### src/rtl/mc_path_gen.sv
// ---------------------------------------------------------------------------
// mc_path_gen
//   Monte-Carlo stock-path generator that feeds the option-pricing core.
//   Emits N paths of DAY daily prices each, one 12-bit price per valid/ready
//   handshake, in path-major order. Each step applies a discretised GBM
//   update S += S*(mu + sigma*z), where z is an approximate Gaussian formed
//   from the sum of the four bytes of a 32-bit Galois LFSR.
//
// Ports
//   clk        in   clock, rising edge
//   rst        in   asynchronous, active-high reset
//   start      in   run request, only honoured in IDLE
//   s0         in   initial price (unsigned, 12 bit), latched on start
//   mu         in   drift per step (signed, scale 2^-10), latched on start
//   sigma      in   volatility per step (unsigned), latched on start
//   out_valid  out  out_path/out_day/out_idx/out_last are valid
//   out_ready  in   consumer accepts the current sample
//   out_path   out  price sample (unsigned, 12 bit)
//   out_day    out  day index of the sample, 0..DAY-1
//   out_idx    out  path index of the sample, 0..N-1
//   out_last   out  marks the final sample of the run
//   done       out  one-cycle pulse after the final handshake
// ---------------------------------------------------------------------------
module mc_path_gen #(
  parameter int          N    = 256,
  parameter int          DAY  = 8,
  parameter logic [31:0] SEED = 32'hACE1_2468
) (
  input  logic                     clk,
  input  logic                     rst,
  input  logic                     start,
  input  logic [11:0]              s0,
  input  logic [7:0]               mu,
  input  logic [7:0]               sigma,
  output logic                     out_valid,
  input  logic                     out_ready,
  output logic [11:0]              out_path,
  output logic [$clog2(DAY)-1:0]   out_day,
  output logic [$clog2(N)-1:0]     out_idx,
  output logic                     out_last,
  output logic                     done
);

  localparam int          PW        = $clog2(N);
  localparam int          DW        = $clog2(DAY);
  // An all-zero LFSR would lock up, so a zero seed is replaced by 1.
  localparam logic [31:0] LFSR_INIT = (SEED == 32'h0) ? 32'h1 : SEED;
  localparam logic [31:0] LFSR_MASK = 32'h8020_0003;

  typedef enum logic [1:0] {
    ST_IDLE,
    ST_LOAD,
    ST_RUN
  } state_t;

  state_t r_state;
  state_t w_state_next;

  // Run parameters latched on start
  logic [11:0]   r_s0;
  logic [7:0]    r_mu;
  logic [7:0]    r_sigma;

  // Generator state
  logic [11:0]   r_s;
  logic [PW-1:0] r_p;
  logic [DW-1:0] r_d;
  logic [31:0]   r_lfsr;

  // Output registers
  logic          r_valid;
  logic [11:0]   r_path;
  logic [DW-1:0] r_day;
  logic [PW-1:0] r_idx;
  logic          r_last;
  logic          r_done;

  // FSM control strobes
  logic w_accept;   // latch a new run
  logic w_compute;  // compute the next sample into the output registers
  logic w_finish;   // final sample consumed

  // -------------------------------------------------------------------------
  // FSM
  // -------------------------------------------------------------------------
  always_ff @(posedge clk or posedge rst) begin
    if (rst) begin
      r_state <= ST_IDLE;
    end else begin
      r_state <= w_state_next;
    end
  end

  always_comb begin
    w_state_next = r_state;
    w_accept     = 1'b0;
    w_compute    = 1'b0;
    w_finish     = 1'b0;
    case (r_state)
      ST_IDLE: begin
        // The cycle carrying the done pulse is the IDLE-entry cycle; a start
        // seen there is deliberately dropped.
        if (start && !r_done) begin
          w_accept     = 1'b1;
          w_state_next = ST_LOAD;
        end
      end
      ST_LOAD: begin
        w_compute    = 1'b1;
        w_state_next = ST_RUN;
      end
      ST_RUN: begin
        if (r_valid && out_ready) begin
          if (r_last) begin
            w_finish     = 1'b1;
            w_state_next = ST_IDLE;
          end else begin
            w_compute = 1'b1;
          end
        end
      end
      default: w_state_next = ST_IDLE;
    endcase
  end

  // -------------------------------------------------------------------------
  // Sample arithmetic
  // -------------------------------------------------------------------------
  logic [11:0]        w_s_base;
  logic [9:0]         w_bsum;
  logic signed [10:0] w_z;
  logic signed [19:0] w_sig_ext;
  logic signed [19:0] w_z_ext;
  logic signed [19:0] w_prod1;
  logic signed [11:0] w_inc;
  logic signed [11:0] w_r;
  logic signed [24:0] w_s_ext;
  logic signed [24:0] w_r_ext;
  logic signed [24:0] w_prod2;
  logic signed [15:0] w_delta;
  logic signed [15:0] w_snew;
  logic [11:0]        w_sat;
  logic [31:0]        w_lfsr_next;
  logic               w_day_end;
  logic               w_last_sample;

  // In LOAD the running price has not been seeded yet, so use s0 directly.
  assign w_s_base = (r_state == ST_LOAD) ? r_s0 : r_s;

  // Sum of four uniform bytes, centred: a cheap bell-shaped z in +/-510.
  assign w_bsum = {2'b00, r_lfsr[7:0]}   + {2'b00, r_lfsr[15:8]} +
                  {2'b00, r_lfsr[23:16]} + {2'b00, r_lfsr[31:24]};
  assign w_z    = $signed({1'b0, w_bsum}) - 11'sd510;

  // Operands are widened explicitly so the products cannot overflow.
  assign w_sig_ext = $signed({12'b0, r_sigma});
  assign w_z_ext   = {{9{w_z[10]}}, w_z};
  assign w_prod1   = w_sig_ext * w_z_ext;
  assign w_inc     = 12'(w_prod1 >>> 8);
  assign w_r       = w_inc + $signed({{4{r_mu[7]}}, r_mu});

  assign w_s_ext   = $signed({13'b0, w_s_base});
  assign w_r_ext   = {{13{w_r[11]}}, w_r};
  assign w_prod2   = w_s_ext * w_r_ext;
  assign w_delta   = 16'(w_prod2 >>> 10);
  assign w_snew    = $signed({4'b0, w_s_base}) + w_delta;

  always_comb begin
    w_sat = w_snew[11:0];
    if (w_snew[15]) begin
      w_sat = 12'd0;
    end else if (w_snew > 16'sd4095) begin
      w_sat = 12'hFFF;
    end
  end

  assign w_lfsr_next   = (r_lfsr >> 1) ^ (r_lfsr[0] ? LFSR_MASK : 32'h0);
  assign w_day_end     = (r_d == DW'(DAY - 1));
  assign w_last_sample = (r_p == PW'(N - 1)) && w_day_end;

  // -------------------------------------------------------------------------
  // Datapath registers
  // -------------------------------------------------------------------------
  always_ff @(posedge clk or posedge rst) begin
    if (rst) begin
      r_s0    <= '0;
      r_mu    <= '0;
      r_sigma <= '0;
      r_s     <= '0;
      r_p     <= '0;
      r_d     <= '0;
      r_lfsr  <= LFSR_INIT;
      r_valid <= 1'b0;
      r_path  <= '0;
      r_day   <= '0;
      r_idx   <= '0;
      r_last  <= 1'b0;
      r_done  <= 1'b0;
    end else begin
      r_done <= w_finish;

      if (w_accept) begin
        r_s0    <= s0;
        r_mu    <= mu;
        r_sigma <= sigma;
        r_p     <= '0;
        r_d     <= '0;
      end

      if (w_compute) begin
        r_path  <= w_sat;
        r_day   <= r_d;
        r_idx   <= r_p;
        r_last  <= w_last_sample;
        r_valid <= 1'b1;
        r_lfsr  <= w_lfsr_next;
        if (w_day_end) begin
          // Path complete: next path restarts from the initial price.
          r_d <= '0;
          r_p <= r_p + PW'(1);
          r_s <= r_s0;
        end else begin
          r_d <= r_d + DW'(1);
          r_s <= w_sat;
        end
      end

      if (w_finish) begin
        r_valid <= 1'b0;
        r_last  <= 1'b0;
      end
    end
  end

  assign out_valid = r_valid;
  assign out_path  = r_path;
  assign out_day   = r_day;
  assign out_idx   = r_idx;
  assign out_last  = r_last;
  assign done      = r_done;

endmodule

### config.mk
export PLATFORM = sky130hd
export DESIGN_NAME = mc_path_gen
export DESIGN_NICKNAME = d
export VERILOG_FILES = /design/src/rtl/mc_path_gen.sv
export SDC_FILE = /design/constraint.sdc
export NUM_CORES = 1
export LEC_CHECK = 0
export ABC_AREA = 1
export BUFFER_PORTS_ARGS = -buffer_cell sky130_fd_sc_hd__buf_4
export CAP_MARGIN = 20
export CORE_MARGIN = 8
export CORE_UTILIZATION = 35
export CTS_CLUSTER_DIAMETER = 50
export DETAILED_ROUTE_END_ITERATION = 8
export PLACE_DENSITY = 0.52
export SLEW_MARGIN = 20
export SYNTH_ARGS = -nofsm -noshare
export SYNTH_HDL_FRONTEND = slang
export SYNTH_SLANG_ARGS = --single-unit
### constraint.sdc
create_clock -name clk -period 13.93 [get_ports clk]
set_input_delay 2.786 -clock clk [delete_from_list [all_inputs] [get_ports clk]]
set_output_delay 2.786 -clock clk [all_outputs]
set_load 0.01 [all_outputs]
Yosys cells after proc, flatten, opt, wreduce, memory -nomap -nowiden. Index checks and enable logic that the tools add are counted.

Input bits: 32. Register bits after elaboration: 111. Output and inout bits: 26.

Reduce and logical (&&, ||, !) cells: 8. Multiplexer cells: 27. $add $sub $neg: 8. $mul: 2. $lt $le $gt $ge: 1. Eq/ne operators: 7. Bitwise logic cells: 1.

Operator list (count): two-way mux 12 bit (4); two-way mux 32 bit (1); XOR 31 x 32 -> 32 bit (1); multiplier 13 x 12 -> 25 bit (1); two-way mux 8 bit (3); multiplier 9 x 11 -> 20 bit (1); adder 13 x 15 -> 16 bit (1); greater-than comparator 16 x 13 -> 1 bit, second input constant (1); adder 12 x 8 -> 12 bit (1); two-way mux 1 bit (11); subtractor 10 x 9 -> 11 bit, second input constant (1); adder 10 x 8 -> 10 bit (1); adder 9 x 8 -> 10 bit (1); adder 8 x 8 -> 9 bit (1); two-way mux 3 bit (3); adder 8 x 1 -> 8 bit, second input constant (1); == test 8 bit, second input constant (1); two-way mux 2 bit (3); != test 2 bit, second input constant (3); one-hot mux 2 bit (3 select lines) (1); nonzero test 2 bit (2); adder 3 x 1 -> 3 bit, second input constant (1); == test 3 bit, second input constant (1); logical AND 1 bit (3); 6 further kinds (6).

Longest topological paths before layout. Gate-level depths: netlist of the first run.

Word-level depth: 12. Mapped depth: 85.

Worst setup path before layout of the first run. OpenSTA, ideal clock, no wires.

Path type: flip-flop to flip-flop. Start point: register r_lfsr[10]. End point: register r_path[8] (netlist: out_path[8]). Clock period less this slack: 14.410 ns. Data arrival time: 14.292 ns. Required time: 13.812 ns. Stages on the path, launching flop included: 85. Setup slack: -0.480 ns. Cells stage by stage: dfstp_2 > inv_1 > fa_1 > fa_1 > inv_1 > ha_1 > a21oi_1 > and2_1 > nor2_1 > o21ai_0 > nand2_1 > nand2_1 > nand2_1 > a21oi_1 > or2_2 > nand2_1 > a21oi_1 > nand2_1 > (+49 left out) > inv_1 > a21oi_1 > xnor2_1 > ha_1 > nand2_1 > nor2_1 > nand3_1 > o2111ai_1 > nand2_1 > inv_1 > o21ai_1 > xor2_1 > nand2_1 > inv_2 > buf_8 > nand3_2 > nand3_1 > nand2_1.

Word-level cells in the longest chain between the ends: 11.

Ends and longest elaborated chain: start, declared (line 68) `logic [31:0] r_lfsr;`; start signal, assigned (line 216) `r_lfsr <= w_lfsr_next;`; adder 8 x 8 -> 9 bit * (line 151) `assign w_bsum = {2'b00, r_lfsr[7:0]} + {2'b00, r_lfsr[15:8]} +`; adder 9 x 8 -> 10 bit * (line 151); adder 10 x 8 -> 10 bit * (line 152) `{2'b00, r_lfsr[23:16]} + {2'b00, r_lfsr[31:24]};`; subtractor 10 x 9 -> 11 bit * (line 153) `assign w_z = $signed({1'b0, w_bsum}) - 11'sd510;`; multiplier 9 x 11 -> 20 bit * (line 158) `assign w_prod1 = w_sig_ext * w_z_ext;`; adder 12 x 8 -> 12 bit * (line 160) `assign w_r = w_inc + $signed({{4{r_mu[7]}}, r_mu});`; multiplier 13 x 12 -> 25 bit * (line 164) `assign w_prod2 = w_s_ext * w_r_ext;`; adder 13 x 15 -> 16 bit * (line 166) `assign w_snew = $signed({4'b0, w_s_base}) + w_delta;`; greater-than comparator 16 x 13 -> 1 bit (line 172) `end else if (w_snew > 16'sd4095) begin`; two-way mux 12 bit (line 172); two-way mux 12 bit * (line 170) `if (w_snew[15]) begin`; end signal, assigned (line 211) `r_path <= w_sat;`; end, declared (line 72) `logic [11:0] r_path;`.

Every way passes the cells marked *; elsewhere a longest branch is shown, timed or not. A chain may end at the register's enable or synchronous reset.

Worst setup path after layout of the first run.
Start point: register r_lfsr[16]. End point: register r_s[0].

Word-level cells in the longest chain between the ends: 11.

Ends and longest elaborated chain: adder 9 x 8 -> 10 bit * (line 151); adder 10 x 8 -> 10 bit * (line 152); subtractor 10 x 9 -> 11 bit * (line 153); multiplier 9 x 11 -> 20 bit * (line 158); adder 12 x 8 -> 12 bit * (line 160); multiplier 13 x 12 -> 25 bit * (line 164); adder 13 x 15 -> 16 bit * (line 166); greater-than comparator 16 x 13 -> 1 bit (line 172); two-way mux 12 bit (line 172); two-way mux 12 bit * (line 170); two-way mux 12 bit * (line 217) `if (w_day_end) begin`; end signal, assigned (line 221) `r_s <= r_s0;`; end signal, assigned (line 224) `r_s <= w_sat;`; end, declared (line 65) `logic [11:0] r_s;`.

Marked as above.

==> metrics.csv, run 1 <==
stage,metric,value,unit
setup_path,critPathKind,flip-flop to flip-flop,
floorplanning,rows,75,
global_route,grt_overflow,0,
placed_design,gp_congestion,0.881,
global_route,gr-usage-all-layers,16.8,%
placed_design,numPortBuffers,57,
clocking,cts_sinks,111,
placed_design,hpwl,31700,µm
power_and_ir_drop,power.leakage,9.89,nW
sta,slew_headroom,12.4,%
final_layout,drive_gt1_share,21.2,%
setup_path,crit_path_end_kind,flip-flop,
clocking,numCtsBuffers,9,
final_layout,final-seq-area,2790,µm²
floorplanning,io_pins,58,
sta,setup_viol,0,
floorplanning,die_h,220,µm
clocking,cts_buffer_depth,2,
sta,rsz0062_at_grt,true,
detailed_routing,wl_per_cell,14.9,µm
detailed_routing,drc_errors,0,
final_layout,areaGrowthSynthToFinish,24.4,%
power_and_ir_drop,ir_drop,0.0674,mV
setup_path,worstPathMaxFanout,6,
synth,yosysWarnings,0,
sta,fin_crit_sh,99.1,%
final_layout,fillers,4203,
sta,max_freq,0.0724,GHz
clocking,clock_latency,0.37,ns
synth,syn_avg_cell_area,7.80,µm²
synth,synth.top_cells.by_area,"fa_1, dfrtp_1, ha_1",
floorplanning,start_util,35.2,%
placed_design,postPlaceCellArea,17000,µm²
min_path,hold_path_class,flip-flop to flip-flop,
floorplanning,die_area,48600,µm²
synth,synth_top_area_cell,fa_1,
setup_path,worstSetupStartpoint,r_lfsr[16]$_DFFE_PP1P_,
synth,synth_top_area_share,25.7,%
flow_run,cap_violations,0,
clocking,h-tree-depth,3,
synth,ys_types,44,
setup_path,crit_top_cell,fa_1,
clocking,cts_root_buf,clkbuf_16,
sta,tns,0,ns
sta,hold_violations,0,
power_and_ir_drop,cellPowerDensity,33.2,nW/µm²
detailed_routing,dr.pass1.iters,8,
global_route,grt_pass1_vias,12900,
clocking,cts_tree,built,
setup_path,reg2reg_slack,0.12,ns
floorplanning,die_x,220,µm
floorplanning,coreArea,41600,µm²
synth,syn_area,14600,µm²
sta,slew_violations,0,
final_layout,multi_input_area,10600,µm²
synth,synthesis.instances,1875,
global_route,antenna_found_initial,0,
synth,ys_seq_area_share,19.1,%
setup_path,cp-start-kind,flip-flop,
detailed_routing,vias,12200,
synth,synth-seq-cells,111,
clocking,ctsHoldBuffers,0,
detailed_routing,drt_iter0_drc,722,
detailed_routing,drt-total-wl,39400,µm
setup_path,required,14.19,ns
setup_path,r2r_end,r_s[0]$_DFFE_PP0P_,
setup_path,r2r_start,r_lfsr[16]$_DFFE_PP1P_,
setup_path,worstPathArrival,14.07,ns
detailed_routing,ant_nets,0,
synth,syn_nets,2244,
status,status,finished clean,
clocking,clk_pin_slew_worst_paths,0.09,ns
global_route,grt_pass1_wl,65600,µm
final_layout,nets,2471,
sta,fin_worst_skew,0.0179,ns
sta,worstMarginPinSlew,1.31,ns
global_route,grt_max_degree,100,
sta,min_period,13.81,ns
detailed_routing,via_per_inst,4.63,
setup_path,crit_end,r_s[0]$_DFFE_PP0P_,
final_layout,final_cell_area,18200,µm²
setup_path,cpMaxStageDelayCell,fa_1,
setup_path,max_stage_delay,0.56,ns
final_layout,antenna-diode-count,0,
setup_path,worst-r2r-cell-count,77,
## layout by cell type (no fill, tap or decap), types with 4 or more instances in the layout
cell,n
a21oi_1,43
inv_2,18
nor2_1,102
o22ai_1,6
nand4_1,5
dfstp_2,13
buf_4,245
clkbuf_16,9
inv_4,4
or2_2,6
nand2_4,8
nor2_2,4
nand2_1,424
nand3_4,10
ha_1,135
ha_4,14
o21ai_0,96
nand3_1,32
nand3_2,28
a21oi_2,24
xor2_1,25
buf_6,8
xnor2_1,18
clkinv_1,8
nor3_1,8
inv_1,437
nand2_2,20
o21ai_1,11
fa_1,187
o21ai_2,4
dfrtp_1,98
o21bai_1,6
## stage by stage
step	power (mW)	cells	utilization (%)	worst slack (ns)	hold slack [ns]
after floorplan	0.333	1875	-	0.0414	0.453
after global placement	0.344	2608	40.8	-0.132	0.467
after detailed placement	0.343	2608	40.8	-0.401	0.471
after CTS	0.615	2636	42.5	0.000201	0.493
after global routing	0.625	2646	43.8	-0.598	0.512
final	0.604	2646	43.8	0.119	0.477
## worst max-delay path, delay by kind of cell, from the launching register on
kind                       cells  cell delay (ns)
AOI/OAI and AO/OA             12             1.60
DFF                            1             0.39
buffers and inverters         19             1.56
and+or+nand+nor               27             2.50
xor gates and xnor gates       2             0.32
adders and majority gates     17             7.33
## how the worst min path moves through the flow
| stage | from | end | slack, ns | cells past startpoint |
|---|---|---|---|---|
| 6_report | out_path[5]$_DFFE_PP0P_ | out_path[5]$_DFFE_PP0P_ | 0.48 | 2 |
| 5_1_grt | r_lfsr[23]$_DFFE_PP1P_ | r_lfsr[23]$_DFFE_PP1P_ | 0.51 | 2 |
| 4_1_cts | r_lfsr[9]$_DFFE_PP0P_ | r_lfsr[9]$_DFFE_PP0P_ | 0.49 | 2 |
| 3_5_place_dp | out_path[5]$_DFFE_PP0P_ | out_path[5]$_DFFE_PP0P_ | 0.47 | 2 |
| 3_3_place_gp | r_lfsr[24]$_DFFE_PP0P_ | r_lfsr[24]$_DFFE_PP0P_ | 0.47 | 2 |
| 2_1_floorplan | r_lfsr[11]$_DFFE_PP0P_ | r_lfsr[11]$_DFFE_PP0P_ | 0.45 | 2 |
## final cells by class
class / count / share of cell area (%)
clock buffers: 10 / 1.31
clock inverters: 6 / 0.323
inverters: 468 / 9.73
multi-input cells: 1254 / 58.3
flip-flops and latches: 111 / 15.4
well taps: 539 / 3.71
repair buffers: 258 / 11.3
## layer usage
metal / global-route usage [%] / part of all wire [%] / vias to the layer above
met1: 22.7 / 47 / 5911
met5: 0 / 0 / -
met3: 2.05 / 3.9 / 30
met4: 3.22 / 1.2 / 0
met2: 28.8 / 48 / 223
li1: - / - / 6079
## cells by family after synthesis
kind of cell | Yosys count | synth area share, %
AOI/OAI and AO/OA | 212 | 7.82
xor gates and xnor gates | 44 | 2.63
adders and majority gates | 337 | 38.5
buffers and inverters | 510 | 13.3
DFF | 111 | 19.1
and+or+nand+nor | 661 | 18.7
## power breakdown
group,switching [mW],internal [mW],total [mW]
clock,0.136,0.132,0.267
combinational,0.00867,0.00584,0.0145
sequential,0,0.322,0.322
## cells in the mapped netlist
cell type / number
inv_1: 456
nand2_1: 445
fa_1: 188
ha_1: 149
nor2_1: 108
o21ai_0: 103
dfrtp_1: 98
a21oi_1: 68
nand3_1: 54
clkbuf_1: 32
xor2_1: 26
xnor2_1: 18
nand3_2: 16
dfstp_2: 13
nor3_1: 10
o21bai_1: 9
clkinv_1: 8
o21ai_1: 8
or2_2: 8
nand2_2: 6
o22ai_1: 6
buf_2: 5
nand4_1: 5
inv_2: 4
a31oi_1: 3
buf_1: 3
o31ai_1: 3
a21o_1: 2
a221oi_1: 2
and2_1: 2
nor4_1: 2
o2111ai_1: 2
o21a_1: 2
a21boi_1: 1
a22o_1: 1
and3_1: 1
buf_6: 1
buf_8: 1
nand2_4: 1
nand3b_1: 1
nor4b_1: 1
o211ai_1: 1
o211ai_2: 1
or2_1: 1
## timing repair
item / in CTS / in global routing
cloned: 2 / 2
pin swaps: 48 / 88
setup endpoints to repair: 24 / 24
setup buffers: 10 / 10
resized for setup: 60 / 101
## sequential cells by signal, summed over array words and instances (netlist names)
register	flops
r_s	12
out_day	3
r_mu	8
r_lfsr	32
out_path	12
done	1
r_d	3
r_s0	12
r_state	2
out_last	1
r_p	8
r_sigma	8
out_valid	1
out_idx	8
No activity file was read; power rests on OpenSTA's default activity.
==> run 2: changes to the inputs <==
--- a/config.mk
+++ b/config.mk
@@ -8,6 +8,7 @@
 export ABC_AREA = 1
 export BUFFER_PORTS_ARGS = -buffer_cell sky130_fd_sc_hd__buf_4
 export CAP_MARGIN = 20
+export CORE_ASPECT_RATIO = 1.1
 export CORE_MARGIN = 8
 export CORE_UTILIZATION = 35
 export CTS_CLUSTER_DIAMETER = 50
==> run 2 against run 1 <==
Compared with the run above: clock-buffer cell count grew 2; clock power is essentially flat; critical endpoint is now r_s[11]$_DFFE_PP0P_; clock skew shrank 0.0029 ns; largest cell class unchanged; cell count grew 1.0%; first-iteration DRC count shrank 10%; wire length is essentially flat; sequential share of layout area is essentially flat; combinational power is essentially flat; utilization grew 0.40 points; power is essentially flat; flip-flop and latch count is the same; sequential power is essentially flat.
==> metrics.csv, run 2 (synthesis results as in run 1) <==
stage,metric,value,unit
status,status,finished clean,
final_layout,final_common_cell,inv_1,
sta,rsz0062_at_grt,true,
power_and_ir_drop,cellPowerDensity,33.1,nW/µm²
sta,max_freq,0.0723,GHz
clocking,cts_tree,built,
final_layout,nets,2477,
global_route,grt_max_degree,67,
final_layout,final_cell_area,18200,µm²
clocking,clk_pin_slew_worst_paths,0.08,ns
clocking,ctsHoldBuffers,0,
detailed_routing,dr.pass1.iters,7,
placed_design,hpwl,31400,µm
placed_design,postPlaceCellArea,17000,µm²
sta,min_period,13.83,ns
sta,setup_viol,0,
final_layout,final-seq-area,2790,µm²
sta,hold_ws,0.487,ns
sta,slew_headroom,23.2,%
power_and_ir_drop,ir_drop,0.0737,mV
placed_design,gp_congestion,0.863,
setup_path,crit_top_cell,fa_1,
floorplanning,start_util,35.4,%
floorplanning,die_area,48600,µm²
setup_path,worstPathArrival,14.12,ns
global_route,grt_pass1_vias,13000,
clocking,numCtsBuffers,9,
detailed_routing,via_per_inst,4.61,
final_layout,largest_reg_flops,32,
sta,slew_violations,0,
final_layout,drive_gt1_share,21.7,%
clocking,cts_buffer_depth,2,
setup_path,crit_path_end_kind,flip-flop,
setup_path,required,14.22,ns
final_layout,areaGrowthSynthToFinish,24.6,%
power_and_ir_drop,power.leakage,9.90,nW
clocking,h-tree-depth,3,
detailed_routing,ant_nets,0,
clocking,cts_sinks,111,
setup_path,cp-start-kind,flip-flop,
clocking,clock_latency,0.36,ns
detailed_routing,drt_iter0_drc,647,
min_path,hold_path_class,flip-flop to flip-flop,
final_layout,layout_common_cells,"inv_1, nand2_1, buf_4, fa_1, ha_1",
final_layout,regMostFlops,r_lfsr,
sta,hold_violations,0,
final_layout,fillers,4221,
global_route,gr-usage-all-layers,16.4,%
detailed_routing,wl_per_cell,14.8,µm
floorplanning,io_pins,58,
floorplanning,die_x,211,µm
placed_design,numPortBuffers,57,
global_route,antenna_found_initial,0,
setup_path,critPathKind,flip-flop to flip-flop,
sta,fin_crit_sh,99.3,%
sta,worstMarginPinSlew,1.15,ns
sta,tns,0,ns
flow_run,cap_violations,0,
setup_path,cpMaxStageDelayCell,fa_1,
floorplanning,die_h,230,µm
setup_path,worstPathMaxFanout,12,
final_layout,fin_util,44.2,%
detailed_routing,drc_errors,0,
floorplanning,rows,78,
detailed_routing,vias,12300,
final_layout,antenna-diode-count,0,
final_layout,multi_input_area,10600,µm²
floorplanning,coreArea,41300,µm²
setup_path,max_stage_delay,0.56,ns
global_route,grt_pass1_wl,64800,µm
global_route,grt_overflow,0,
sta,fin_worst_skew,0.0150,ns
clocking,cts_root_buf,clkbuf_16,
detailed_routing,drt-total-wl,39500,µm
-- run 2: changes by cell type in the layout (fill, tap and decap cells not counted), moves of 7 or more --
cell,change
buf_6,-8
nand3_2,-11
nand2_2,+7
a21oi_1,-7
nand3_1,+15
buf_4,+12
-- run 2: layout make-up --
type                            count  area share [%]
Clock buffer                       12            1.46
Clock inverter                      4           0.199
Inverter                          468            9.70
Multi-Input combinational cell   1254            58.0
Sequential cell                   111            15.3
Tap cell                          560            3.84
Timing Repair Buffer              264            11.5
-- run 2: timing repair --
item	CTS	global route
pin swaps	65	46
buffers inserted	11	14
setup endpoints to repair	24	24
resized for setup	62	90
gates cloned	2	2
-- run 2: worst paths after layout --
kind                                    startpoint                       to  slack (ns)  depth (start not counted)
setup / recovery            r_lfsr[10]$_DFFE_PP1P_      r_s[11]$_DFFE_PP0P_         0.1                         74
hold / removal             out_path[3]$_DFFE_PP0P_  out_path[3]$_DFFE_PP0P_        0.49                          2
setup reg to reg            r_lfsr[10]$_DFFE_PP1P_      r_s[11]$_DFFE_PP0P_         0.1                         74
hold reg to reg            out_path[3]$_DFFE_PP0P_  out_path[3]$_DFFE_PP0P_        0.49                          2
max in group asynchronous                      rst     r_s0[10]$_DFFE_PP0P_       10.11                          3
min in group asynchronous                      rst   r_lfsr[18]$_DFFE_PP0P_        2.56                          2
-- run 2: stage by stage --
step,worst slack (ns),power (mW),std cells
final,0.0954,0.604,2673
after global routing,-0.571,0.624,2673
after CTS,0.0148,0.615,2658
after detailed placement,-0.628,0.343,2630
after global placement,-0.379,0.343,2630
after floorplan,0.0414,0.333,1875
-- run 2: power by group --
group | total (mW) | internal, mW | leakage [nW] | switching, mW
sequential | 0.322 | 0.322 | 1.33 | 0
combinational | 0.0142 | 0.00571 | 8.43 | 0.00848
clock | 0.268 | 0.138 | 0.147 | 0.129
-- run 2: metal layers --
layer / GRT usage, % / vias to the layer above / wire (µm)
met3: 1.44 / 64 / 1260
met1: 21.1 / 5962 / 17500
met5: 0 / - / 0
li1: - / 6102 / -
met2: 29.1 / 185 / 19700
met4: 4.57 / 0 / 1020
-- run 2: worst max-delay path: cells and delay by family (launching register included) --
kind / cells / cell delay, ns
AO/OA/AOI/OAI: 15 / 2.33
XOR/XNOR: 2 / 0.30
adder cells (fa/ha/maj): 16 / 6.90
buffers and inverters: 15 / 1.20
flip-flops: 1 / 0.54
AND/OR/NAND/NOR: 26 / 2.49
